===== src/rtl/dmem_bridge_pkg.sv =====
// Shared types and constants for the data-memory bridge: FSM state encoding,
// access-size codes and the MIPS kernel-segment boundaries.
package dmem_bridge_pkg;

  typedef enum logic [1:0] {
    IDLE = 2'd0,
    REQ  = 2'd1,
    WAIT = 2'd2,
    DONE = 2'd3
  } state_e;

  localparam logic [1:0] SIZE_B = 2'd0;
  localparam logic [1:0] SIZE_H = 2'd1;
  localparam logic [1:0] SIZE_W = 2'd2;

  localparam logic [31:0] KSEG0_BASE     = 32'h8000_0000;
  localparam logic [31:0] KSEG1_BASE     = 32'hA000_0000;
  localparam logic [31:0] KSEG2_BASE     = 32'hC000_0000;
  localparam logic [31:0] KSEG_PHYS_MASK = 32'h1FFF_FFFF;

endpackage


===== src/rtl/dmem_addr_map.sv =====
// Combinational virtual-to-physical address translator for the data bus.
// Defining DMEM_ADDR_MAP_EN folds kseg0/kseg1 onto the low 512 MB; otherwise identity.
module dmem_addr_map #(
  parameter int AW = 32
) (
  input  logic [AW-1:0] vaddr_i,
  output logic [AW-1:0] paddr_o
);
  import dmem_bridge_pkg::*;

`ifdef DMEM_ADDR_MAP_EN
  logic in_kseg01;

  // kseg0 and kseg1 are unmapped windows onto the same physical range.
  assign in_kseg01 = (vaddr_i >= AW'(KSEG0_BASE)) && (vaddr_i < AW'(KSEG2_BASE));
  assign paddr_o   = in_kseg01 ? (vaddr_i & AW'(KSEG_PHYS_MASK)) : vaddr_i;
`else
  assign paddr_o = vaddr_i;
`endif

endmodule


===== src/rtl/dmem_bridge.sv =====
// M-stage data-side bridge: turns a single-cycle load/store into a req/addr_ok/data_ok
// bus transaction, stalling the pipeline until done. Optional DMEM_ADDR_MAP_EN remaps kseg0/1.
module dmem_bridge #(
  parameter int AW = 32,
  parameter int DW = 32
) (
  input  logic          clk,
  input  logic          rst,
  input  logic          cpu_en,
  input  logic [3:0]    cpu_wen,
  input  logic [1:0]    cpu_size,
  input  logic [AW-1:0] cpu_addr,
  input  logic [DW-1:0] cpu_wdata,
  input  logic          cpu_flush,
  output logic [DW-1:0] cpu_rdata,
  output logic          cpu_stall,
  output logic          data_req,
  output logic          data_wr,
  output logic [1:0]    data_size,
  output logic [AW-1:0] data_addr,
  output logic [DW-1:0] data_wdata,
  input  logic          data_addr_ok,
  input  logic          data_data_ok,
  input  logic [DW-1:0] data_rdata
);
  import dmem_bridge_pkg::*;

  state_e        state_q;
  logic          cancel_q;
  logic          wr_q;
  logic [1:0]    size_q;
  logic [AW-1:0] addr_q;
  logic [DW-1:0] wdata_q;
  logic [DW-1:0] rdata_q;

  logic [AW-1:0] paddr_d;
  logic          issue_d;
  logic          cancel_d;

  dmem_addr_map #(.AW(AW)) u_addr_map (
    .vaddr_i (cpu_addr),
    .paddr_o (paddr_d)
  );

  // Issue is gated by rst so the bus sees no request while reset is held.
  assign issue_d  = rst & (state_q == IDLE) & cpu_en & ~cpu_flush;
  assign cancel_d = cancel_q | cpu_flush;

  // Request fields are live in the issue cycle, then held from the latched copy.
  assign data_req   = issue_d | (state_q == REQ);
  assign data_wr    = issue_d ? |cpu_wen  : wr_q;
  assign data_size  = issue_d ? cpu_size  : size_q;
  assign data_addr  = issue_d ? paddr_d   : addr_q;
  assign data_wdata = issue_d ? cpu_wdata : wdata_q;

  assign cpu_stall = issue_d | (state_q == REQ) | (state_q == WAIT);
  assign cpu_rdata = rdata_q;

  always_ff @(posedge clk or negedge rst) begin
    if (!rst) begin
      state_q  <= IDLE;
      cancel_q <= 1'b0;
      wr_q     <= 1'b0;
      size_q   <= '0;
      addr_q   <= '0;
      wdata_q  <= '0;
      rdata_q  <= '0;
    end else begin
      case (state_q)
        IDLE: begin
          cancel_q <= 1'b0;
          if (issue_d) begin
            wr_q    <= |cpu_wen;
            size_q  <= cpu_size;
            addr_q  <= paddr_d;
            wdata_q <= cpu_wdata;
            state_q <= data_addr_ok ? WAIT : REQ;
          end
        end
        REQ: begin
          cancel_q <= cancel_d;
          if (data_addr_ok) state_q <= WAIT;
        end
        WAIT: begin
          // A cancelled access still drains the bus but never reaches DONE.
          if (data_data_ok) begin
            cancel_q <= 1'b0;
            if (cancel_d) begin
              state_q <= IDLE;
            end else begin
              if (!wr_q) rdata_q <= data_rdata;
              state_q <= DONE;
            end
          end else begin
            cancel_q <= cancel_d;
          end
        end
        DONE: begin
          cancel_q <= 1'b0;
          state_q  <= IDLE;
        end
        default: state_q <= IDLE;
      endcase
    end
  end

endmodule


===== config.mk =====
export PLATFORM = sky130hd
export DESIGN_NAME = dmem_bridge
export DESIGN_NICKNAME = d
export VERILOG_FILES = /design/src/rtl/dmem_bridge_pkg.sv /design/src/rtl/dmem_addr_map.sv /design/src/rtl/dmem_bridge.sv
export SDC_FILE = /design/constraint.sdc
export NUM_CORES = 1
export LEC_CHECK = 0
export CORE_ASPECT_RATIO = 1.5
export CORE_MARGIN = 2
export CORE_UTILIZATION = 42
export DETAILED_ROUTE_END_ITERATION = 6
export PLACE_DENSITY = 0.81
export SETUP_SLACK_MARGIN = 0.15
export SYNTH_ARGS = -nofsm -noshare
export SYNTH_HDL_FRONTEND = slang
export SYNTH_SLANG_ARGS = --single-unit

===== constraint.sdc =====
create_clock -name clk -period 2.19 [get_ports clk]
set_clock_uncertainty 0.05 [all_clocks]
set_input_delay 0.3285 -clock clk [delete_from_list [all_inputs] [get_ports clk]]
set_output_delay 0.3285 -clock clk [all_outputs]
set_load 0.01 [all_outputs]

* Word level (Yosys, flattened, before mapping) *
Cells that the tools add are included.

cells by class
  reductions and logical operators = 5
  equal/unequal tests = 6
  bitwise operators = 9
  multiplexer cells = 12

operator list
  cell                  count
  $mux W32              2
  $mux W2               6
  $pmux W2 S4           1
  $ne A2 B2 Y1 const B  3
  $eq A2 B2 Y1 const B  2
  $reduce_and A4 Y1     1
  $reduce_or A4 Y1      1
  $and A1 B1 Y1         3
  $not A1 Y1            3
  $or A1 B1 Y1          3
  $pmux W1 S3           1
  $reduce_and A3 Y1     1
  $eq A2 B1 Y1 const B  1
  $logic_not A2 Y1      1
  $mux W1               2
  $reduce_or A2 Y1      1

storage, ports and cells
  word-level logic and storage cells = 39
  bits in registers = 102
  bits of input ports = 108
  output and inout bits = 101

* Longest topological paths before layout *
  depth in word-level cells = 6
  gate-level depth with buffers = 6
  depth with buffers taken out = 3

* Modules after synthesis *
From an unflattened synthesis, not the netlist that was laid out.

second synthesis, totals
  cell total of the unflattened synthesis = 336
  area total of the unflattened synthesis = 5230.0 µm²

by module, submodules not included
  module         times used  cells each  sequential area each (µm²)  area each (µm²)
  dmem_bridge    1           304         2552.4                      4989.8
  dmem_addr_map  1           32          0.0                         240.2

* Worst setup path after synthesis *
Ideal clock, no wire load.

  path kind = flip-flop to output port
  start = register state_q[0]
  end = output data_addr[10]
  data arrival time = 1.377 ns
  cell stages (with the launch flop) = 6
  data required time = 1.811 ns
  setup slack = 0.434 ns
  path buffers = 2
  cells stage by stage = dfrtp_1 nor2_1 nand2_2 buf_6 buf_6 mux2_1

between the ends
  word-level cells in the longest chain between the ends = 5

RTL lines
  item                        line               RTL
  start: declaration          dmem_bridge.sv:28  state_e state_q;
  start signal: assignment    dmem_bridge.sv:77  state_q <= data_addr_ok ? WAIT : REQ;
  $logic_not A2 Y1            dmem_bridge.sv:46  assign issue_d = rst & (state_q == IDLE) & cpu_en & ~cpu_flush;
  $and A1 B1 Y1 (3 in a row)  dmem_bridge.sv:46
  $mux W32                    n/a
  end: declaration            dmem_bridge.sv:20  output logic [AW-1:0] data_addr,

No other way between the ends.

* Worst setup path after layout *
  start = register state_q[1]
  end = output data_addr[25]

The elaborated chain is that of the path after synthesis.

==> impl_metrics.yaml <==
outcome:
  outcome: "complete, but fails checks"
  violations: "setup timing"
grt:
  grt_overflow: 0
  antenna_found_initial: 1
  grt_pass1_vias: 4072
  grt_max_degree: 59
  grt_util_all_layers: 0.2275
  grt_pass1_wl_mm: 21.27
routing:
  firstDrtPassIters: 4
  drc_errors: 0
  drtIter0Drc: 60
  via_per_inst: 4.941
  wire_per_inst_microns: 19.50
  vias: 3572
  drtAntennaViolNets: 0
  route.final.wire_length_mm: 14.10
cts:
  clock_path_buffers: 2
  postCtsHoldBufs: 0
  clk_pin_slew_ns: 0.07
  h-tree-depth: 3
  cts.sinks: 102
  root_buffer: "clkbuf_16"
  clk_latency_ns: 0.34
  cts_made_buffers: 9
  cts_tree: "yes"
timing:
  final_max_slew_viol_count: 0
  finalCriticalPeriod_ns: 2.396
  setup_ws_ns: -0.2056
  fmax_ghz: 0.4174
  worstMarginPinSlew_ns: 0.7360
  slew_headroom: 0.5093
  setup_viol: 55
  grt_setup_unrepaired: "yes"
  fin_crit_sh: 1.094
  hold_violations: 0
logic_synthesis:
  synth_top_area_cell: "dfrtp_1"
  yosys-top-cells-area: "dfrtp_1 55%, mux2_1 24%, mux2_2 15%, buf_6 2.2%, buf_2 0.86%"
  synth_top_area_frac: 0.5452
  syn-num-nets: 412
  synth-seq-cells: 102
  synth_seq_area_share: 0.5452
  yosys.cell_types.count: 21
  synth_area_sq_um: 4682
  syn_inst: 304
  syn_avg_cell_area_sq_um: 15.40
  ys_warn_count: 0
layout:
  mostFrequentLayoutCells: "136 x clkdlybuf4s50_1, 102 x dfrtp_1, 70 x buf_6"
  register_area_sq_um: 2552
  areaGrowthSynthToFinish_pct: 74.67
  layout-drive-gt1-share: 0.4678
  finalInstanceArea_sq_um: 8178
  fin_nets: 678
  layout_commonest_cell: "clkdlybuf4s50_1"
  nFillCells: 745
  multi_input_area_sq_um: 2191
  final_util: 0.7477
floorplan:
  coreArea_sq_um: 10940
  die_y_microns: 133.3
  io-pin-count: 209
  start_util: 0.4280
  fp.dieW_microns: 90.21
  die_area_sq_um: 12030
  placement_rows: 47
setup_path:
  r2r-start: "state_q[1]$_DFFE_PN0P_"
  worstPathArrival_ns: 2.02
  path_class: "register to output port"
  critPathLaunchType: "register"
  crit_path_end_kind: "output port"
  startpoint: "state_q[1]$_DFFE_PN0P_"
  reg2reg_slack_ns: 0.24
  r2r_cells: 9
  cp.required_ns: 1.81
  cp_max_fo: 6
worst_hold_path:
  worstHoldPathType: "input port to async pin"
place:
  place_area_sq_um: 6982
  place_congestion: 0.7660
  io_buffers: 208
  dp_hpwl_mm: 8.980
power:
  vdd_drop_max_mv: 0.6605
  power_density_nw_per_um2: 1226
  p_leak_nw: 3.883
flow_run:
  drv_cap: 0
[state kept, by name, summed over array words and instances (netlist names)]
name / flops
size_q: 2
cpu_rdata: 32
state_q: 2
wdata_q: 32
addr_q: 32
wr_q: 1
cancel_q: 1
[power by group]
part,switching [mW],total (mW),internal [mW]
registers,0.461,3.19,2.73
logic,1.77,4.98,3.21
clock network,0.732,1.86,1.12
[cells by family after synthesis]
family,count (synthesis),share of synthesized area
AND/OR/NAND/NOR,10,0.01470
AO/OA/AOI/OAI,9,0.01309
multiplexers,164,0.3944
buffers and inverters,19,0.03260
flip-flops,102,0.5452
[timing repair]
| action | in CTS | in global routing |
|---|---|---|
| setup endpoints to repair | 69 | 69 |
| setup buffers | 29 | 8 |
| gates cloned | 5 | 4 |
| resized for setup | 353 | 65 |
| pin swaps | 2 | 0 |
[Yosys cell counts]
master    count
mux2_2       63
nand2b_1      2
dfrtp_1     102
a32o_1        1
buf_2         8
nor4_1        1
nor2_1        2
inv_1         1
o21ba_2       1
buf_4         1
mux2_1      101
nor3_1        1
o21ai_0       1
a31oi_1       2
nand4b_2      1
buf_6         9
nand2_2       1
a21oi_1       3
and3b_1       1
and2b_1       1
a22o_1        1
[area by class of cell]
class | count | area share
sequential | 102 | 0.3121
tap | 147 | 0.02249
inverter | 1 | 0.0004590
timing repair buffer | 273 | 0.3543
antenna | 1 | 0.0003060
clock inverter | 7 | 0.01484
multi-input combinational | 183 | 0.2679
clock buffer | 9 | 0.02754
[stage by stage]
stage / setup TNS (ns) / power [mW] / worst slack (ns) / instances / hold WS (ns)
2_1_floorplan: 0 / 4.951 / 0.4343 / 304 / -0.01709
3_3_place_gp: -27.39 / 7.183 / -0.4484 / 660 / 0.4195
3_5_place_dp: -27.56 / 7.345 / -0.4510 / 660 / 0.4312
4_1_cts: -2.786 / 9.431 / -0.2251 / 710 / 0.05944
5_1_grt: -7.438 / 10.52 / -0.2580 / 723 / 0.09348
6_report: -4.625 / 10.02 / -0.2056 / 723 / 0.03990
[routing by layer]
layer / vias to the layer above / wire length [microns] / GRT usage
met5: - / 0 / 0
met4: 0 / 450 / 0.09915
met3: 24 / 682 / 0.05826
met2: 129 / 8018 / 0.4269
met1: 1789 / 4945 / 0.2375
li1: 1630 / - / -
[worst paths after layout]
| check | endpoint |
|---|---|
| setup / recovery | data_addr[25] |
| hold / removal | cpu_rdata[14]$_DFFE_PN0P_ |
| setup reg to reg | wdata_q[22]$_DFFE_PN0N_ |
| hold reg to reg | cpu_rdata[8]$_DFFE_PN0P_ |
| max in group asynchronous | size_q[0]$_DFFE_PN0N_ |
| min in group clk | cancel_q$_DFF_PN0_ |
[critical path: stages, from the launching register on]
cell and delay, ns:
dfrtp_1 0.41, nor2_4 0.18, nand2_8 0.09, buf_12 0.13, buf_12 0.12, buf_6 0.11, buf_6 0.10, buf_6 0.10
mux2_4 0.30, buf_6 0.12
(Power assumes the default switching activity.)
